`config.mk`:
```
export PLATFORM = sky130hd
export DESIGN_NAME = hazard_control_unit
export DESIGN_NICKNAME = d
export VERILOG_FILES = /design/src/rtl/hazard_pkg.sv /design/src/rtl/hazard_operand_match.sv /design/src/rtl/hazard_control_unit.sv
export SDC_FILE = /design/constraint.sdc
export NUM_CORES = 1
export LEC_CHECK = 0
export BUFFER_PORTS_ARGS = -buffer_cell sky130_fd_sc_hd__buf_4
export CORE_UTILIZATION = 50
export DETAILED_ROUTE_END_ITERATION = 8
export PLACE_DENSITY_LB_ADDON = 0.05
export SLEW_MARGIN = 20
export SYNTH_ARGS = -nofsm -noshare
export SYNTH_HDL_FRONTEND = slang
export SYNTH_HIERARCHICAL = 1
export SYNTH_SLANG_ARGS = --single-unit
```
`constraint.sdc`:
```
create_clock -name clk -period 2.73 [get_ports clk]
set_input_delay 0.1365 -clock clk [delete_from_list [all_inputs] [get_ports clk]]
set_output_delay 0.1365 -clock clk [all_outputs]
set_load 0.05 [all_outputs]
```
`src/rtl/hazard_pkg.sv`:
```
// Shared types and constants for the ID-stage hazard controller and its helpers.
package hazard_pkg;

  typedef enum logic [1:0] {
    IDLE       = 2'd0,
    LOAD_STALL = 2'd1,
    MC_BUSY    = 2'd2
  } hz_state_e;

  localparam int REG_ZERO = 0;

  typedef struct packed {
    logic pc_write;
    logic if_id_write;
    logic id_ex_write;
    logic if_id_flush;
    logic id_ex_flush;
  } hz_ctrl_t;

  localparam hz_ctrl_t CTRL_RUN    = '{pc_write: 1'b1, if_id_write: 1'b1, id_ex_write: 1'b1,
                                       if_id_flush: 1'b0, id_ex_flush: 1'b0};
  localparam hz_ctrl_t CTRL_HOLD   = '{pc_write: 1'b0, if_id_write: 1'b0, id_ex_write: 1'b0,
                                       if_id_flush: 1'b0, id_ex_flush: 1'b0};
  localparam hz_ctrl_t CTRL_BUBBLE = '{pc_write: 1'b0, if_id_write: 1'b0, id_ex_write: 1'b1,
                                       if_id_flush: 1'b0, id_ex_flush: 1'b1};
  localparam hz_ctrl_t CTRL_FLUSH  = '{pc_write: 1'b1, if_id_write: 1'b1, id_ex_write: 1'b1,
                                       if_id_flush: 1'b1, id_ex_flush: 1'b1};

endpackage

```
`src/rtl/hazard_operand_match.sv`:
```
// Flags an ID-stage source operand that depends on the load currently in EX.
module hazard_operand_match
  import hazard_pkg::*;
#(
  parameter int REG_ADDR_W = 5
) (
  input  logic [REG_ADDR_W-1:0] rs1,
  input  logic [REG_ADDR_W-1:0] rs2,
  input  logic                  use_rs1,
  input  logic                  use_rs2,
  input  logic [REG_ADDR_W-1:0] rd,
  input  logic                  mem_read,
  output logic                  hit
);

  // x0 is hardwired to zero, so writing it never creates a dependency.
  assign hit = mem_read & (rd != REG_ADDR_W'(REG_ZERO)) &
               ((use_rs1 & (rs1 == rd)) | (use_rs2 & (rs2 == rd)));

endmodule

```
`src/rtl/hazard_control_unit.sv`:
```
// Pipeline hazard controller: load-use bubbles, multi-cycle EX hold, branch flush, stall counter.
module hazard_control_unit
  import hazard_pkg::*;
#(
  parameter int REG_ADDR_W        = 5,
  parameter int LOAD_STALL_CYCLES = 1,
  parameter int MC_LAT            = 4,
  parameter int CNT_W             = 16
) (
  input  logic                  clk,
  input  logic                  rst_n,
  input  logic [REG_ADDR_W-1:0] if_id_rs1,
  input  logic [REG_ADDR_W-1:0] if_id_rs2,
  input  logic                  if_id_use_rs1,
  input  logic                  if_id_use_rs2,
  input  logic [REG_ADDR_W-1:0] id_ex_rd,
  input  logic                  id_ex_mem_read,
  input  logic                  ex_mc_start,
  input  logic                  branch_taken,
  output logic                  stall,
  output logic                  pc_write,
  output logic                  if_id_write,
  output logic                  id_ex_write,
  output logic                  if_id_flush,
  output logic                  id_ex_flush,
  output logic [CNT_W-1:0]      stall_cycles
);

  localparam int MAX_CYC = (LOAD_STALL_CYCLES > MC_LAT) ? LOAD_STALL_CYCLES : MC_LAT;
  localparam int REM_W   = $clog2(MAX_CYC) + 1;
  localparam logic [REM_W-1:0] MC_REM = REM_W'(MC_LAT - 2);
  localparam logic [REM_W-1:0] LD_REM = REM_W'((LOAD_STALL_CYCLES > 1) ? LOAD_STALL_CYCLES - 2 : 0);
  localparam bit LD_MULTI = (LOAD_STALL_CYCLES > 1);

  hz_state_e        state;
  logic [REM_W-1:0] rem;
  logic             lu;
  logic             stall_c;
  hz_ctrl_t         ctrl;

  hazard_operand_match #(
    .REG_ADDR_W(REG_ADDR_W)
  ) u_match (
    .rs1     (if_id_rs1),
    .rs2     (if_id_rs2),
    .use_rs1 (if_id_use_rs1),
    .use_rs2 (if_id_use_rs2),
    .rd      (id_ex_rd),
    .mem_read(id_ex_mem_read),
    .hit     (lu)
  );

  // Controls react in the same cycle as the hazard, so they decode state and inputs directly.
  always_comb begin
    ctrl    = CTRL_RUN;
    stall_c = 1'b0;
    case (state)
      IDLE: begin
        if (ex_mc_start) begin
          ctrl    = CTRL_HOLD;
          stall_c = 1'b1;
        end else if (branch_taken) begin
          ctrl = CTRL_FLUSH;
        end else if (lu) begin
          ctrl    = CTRL_BUBBLE;
          stall_c = 1'b1;
        end
      end
      MC_BUSY: begin
        ctrl    = CTRL_HOLD;
        stall_c = 1'b1;
      end
      LOAD_STALL: begin
        if (branch_taken) begin
          ctrl = CTRL_FLUSH;
        end else begin
          ctrl    = CTRL_BUBBLE;
          stall_c = 1'b1;
        end
      end
      default: begin
        ctrl    = CTRL_RUN;
        stall_c = 1'b0;
      end
    endcase
  end

  always_ff @(posedge clk or negedge rst_n) begin
    if (!rst_n) begin
      state        <= IDLE;
      rem          <= '0;
      stall_cycles <= '0;
    end else begin
      if (stall_c && (stall_cycles != '1))
        stall_cycles <= stall_cycles + CNT_W'(1);
      case (state)
        IDLE: begin
          if (ex_mc_start) begin
            state <= MC_BUSY;
            rem   <= MC_REM;
          end else if (!branch_taken && lu && LD_MULTI) begin
            state <= LOAD_STALL;
            rem   <= LD_REM;
          end
        end
        MC_BUSY: begin
          if (rem == '0) state <= IDLE;
          else           rem   <= rem - REM_W'(1);
        end
        LOAD_STALL: begin
          if (branch_taken || (rem == '0)) state <= IDLE;
          else                             rem   <= rem - REM_W'(1);
        end
        default: state <= IDLE;
      endcase
    end
  end

  assign stall       = stall_c;
  assign pc_write    = ctrl.pc_write;
  assign if_id_write = ctrl.if_id_write;
  assign id_ex_write = ctrl.id_ex_write;
  assign if_id_flush = ctrl.if_id_flush;
  assign id_ex_flush = ctrl.id_ex_flush;

endmodule

```
==> results.tsv <==
metric	value	unit
final period utilization	0.677	
Clock Path Buffers	2	
# rows	17	
Reg clk slew, reported paths	0.12	ns
critical path, cell by cell	buf_4 > xor2_1 > nor4_1 > nand3_1 > a21oi_1 > nand2b_1 > a21oi_1 > nand3_1 > mux2_2	
Core Area	2230	um^2
pin count of the biggest net entering global routing	21	
H-tree Lvls	1	
worst skew pair latency	0.31	ns
die width	50.8	um
synth top area cells	dfrtp_1 (42%), xnor2_1 (9.6%), xor2_1 (6.6%), nand3_1 (4.2%), ha_1 (3.2%)	
CTS tree	done	
top-count cell post-synth	dfrtp_1	
Boundary Pins	44	
Synth Area in Compound Gates	0.0979	
die span in y	50.8	um
cell taking the most area after synthesis	dfrtp_1	
Final TNS setup	0	ns
CP max FO	6	
worst slew pin tran	0.502	ns
share of post-route cells with drive strength above 1	0.365	
Final Setup Violations	0	
reg2reg start	stall_cycles[0]$_DFFE_PN0P_	
Detailed Route Iter0 Violations	13	
EDFF count, synth	0	
routability cong.	0.791	
drt drc	0	
Worst EP required	2.93	ns
Post-synth top cells	dfrtp_1 (20), xnor2_1 (13), nand3_1 (10), xor2_1 (9), a21oi_1 (7)	
Crit path depth	9	
main combinational cell family by area after synthesis	simple AND/OR/NAND/NOR gates	
r2r setup slk	0.98	ns
slew margin rel.	0.665	
end point of the critical path	stall_cycles[15]$_DFFE_PN0P_	
maximum vdd drop	0.750	mV
vias in the first global route	958	
GR Overflow Total	0	
Yosys reg bits	20	
via count	1008	
gate count after technology mapping	113	
Critical R2R Capture	stall_cycles[1]$_DFFE_PN0P_	
first-pass GRT wire length	4070	um
top cell type's share of synthesized area	0.421	
Layout Skew	0.0119	ns
Min Hold Slack	0.121	ns
PortBufs	43	
Inserted Diodes	0	
CP arrival	2.04	ns
post-synth cell types	38	
critical path type	in -> reg	
Worst path slowest cell	a21oi_1	
Critical Path Start Type	primary input	
post-synth net total	138	
Mapped Area	1190	um^2
R2R cell count	5	
Final Slew Violations	0	
syn avg cell area	10.5	um^2
post-synthesis async set-or-reset flop share	1.00	
post-synthesis adder-cell area fraction	0.0316	
crit end category	register	
Final nets	185	
post-DP HPWL	1910	um
crit path from	id_ex_rd[1]	
Worst path top cell family by delay	simple AND/OR/NAND/NOR gates	
WL final	2480	um
WP buf/inv	1	
most used flip-flop cell after synthesis	dfrtp_1	
fmax	541	MHz
CTS resizes	0	
worst hold-check path type	in -> reg	
P per Cell Area	926	nW/um^2
Ys Warns	6	
CTS Buf Count	3	
crit-path max cell delay	0.45	ns
die area	2580	um^2
Hold Fails Final Rpt	0	
XOR/XNOR share of the synthesized area	0.162	
RSZ-0062 raised after global routing	no	
clk sinks	20	
initial antenna violation count	0	
leakage	0.000771	uW
Starting Density	0.532	
sequential element share of the synthesized area	0.421	
area grow syn2layout	33.8	%
Pre-antenna DRT Iters	4	
wire per inst	13.2	um
minimum clock period	1.85	ns
max-cap violations	0	
simple logic cell fraction of the synthesized area	0.228	
Vias/cell	5.39	
post-synthesis mux area share	0.0305	
status	completed	
number of routed nets with antenna violations	0	
Total GRT Usage	0.212	
clock root cell	clkbuf_4	
==> cell usage in the layout, fill, tap and decap left out, drive strengths merged, types with 3 or more instances in the layout <==
cell type / synthesis / final
and4: 3 / 3
nand4: 3 / 3
o2111ai: 3 / 3
a21oi: 8 / 8
buf: 2 / 43
dfrtp: 20 / 20
nor2: 4 / 4
and2: 4 / 4
and3: 5 / 5
inv: 4 / 4
clkbuf: 0 / 3
ha: 3 / 3
xnor2: 13 / 13
nand3: 10 / 10
nand2: 5 / 5
xor2: 9 / 9
==> timing repair <==
item	in CTS	in global routing
setup buffers	0	0
hold buffers	1	0
endpoints found under the hold margin	20	0
==> worst min-delay path by stage <==
stage,startpoint,to,slack (ns),cells past startpoint
floorplan,rst_n,rem[0]$_DFFE_PN0P_,-0.16,0
detailed placement,rst_n,rem[2]$_DFFE_PN0P_,0.03,1
CTS,ex_mc_start,state[1]$_DFFE_PN0P_,0.12,3
global placement,rst_n,rem[1]$_DFFE_PN0P_,0.03,1
global route,ex_mc_start,rem[2]$_DFFE_PN0P_,0.15,4
finish,ex_mc_start,state[1]$_DFFE_PN0P_,0.12,3
==> layout make-up <==
cell class	instances	area, um^2
sequential	20	500
timing repair buffer	44	333
multi-input combinational	87	654
clock buffer	3	22.5
tap	28	35.0
clock inverter	1	30.0
inverter	4	15.0
fill	177	643
==> registers in the layout, indices dropped and copies added (netlist names) <==
| register | count |
|---|---|
| rem | 3 |
| stall_cycles | 16 |
| state | 1 |
==> worst reg2reg max path, cell delays in order (launching register included) <==
cell,delay (ns)
dfrtp_1,0.45
ha_1,0.22
nand3_1,0.22
nand4b_4,0.28
and2_4,0.20
mux2_4,0.29
==> per-layer routing <==
layer / share of wire / track usage / up-vias
met3: 0.039 / 0.0576 / 4
li1: - / - / 501
met4: 0.015 / 0.102 / 0
met1: 0.43 / 0.255 / 477
met2: 0.51 / 0.349 / 26
met5: 0 / 0 / -
==> cells by family (layout without fill, tap and decap cells) <==
logic type | Yosys count | count (layout)
fa+ha+maj | 3 | 3
compound gates | 18 | 18
mux | 3 | 3
xor+xnor | 22 | 22
simple gates | 41 | 41
flops | 20 | 20
buf+inv | 6 | 52
==> metrics by stage <==
stage	total power [uW]	setup slack (ns)	utilization	cell area [um^2]	instances
2_1_floorplan	1020	0.528	-	1190	113
3_3_place_gp	1220	0.724	0.684	1530	182
3_5_place_dp	1240	0.562	0.684	1530	182
4_1_cts	1480	0.881	0.712	1590	187
5_1_grt	1550	0.693	0.712	1590	187
6_report	1470	0.883	0.712	1590	187
==> power by group <==
| part | leakage (uW) | internal, uW | switching [uW] |
|---|---|---|---|
| Clock | 0.0000279 | 149 | 93.7 |
| Sequential | 0.000253 | 386 | 103 |
| Combinational | 0.000490 | 279 | 461 |
Note: power is estimated with default switching activity, not from simulation.
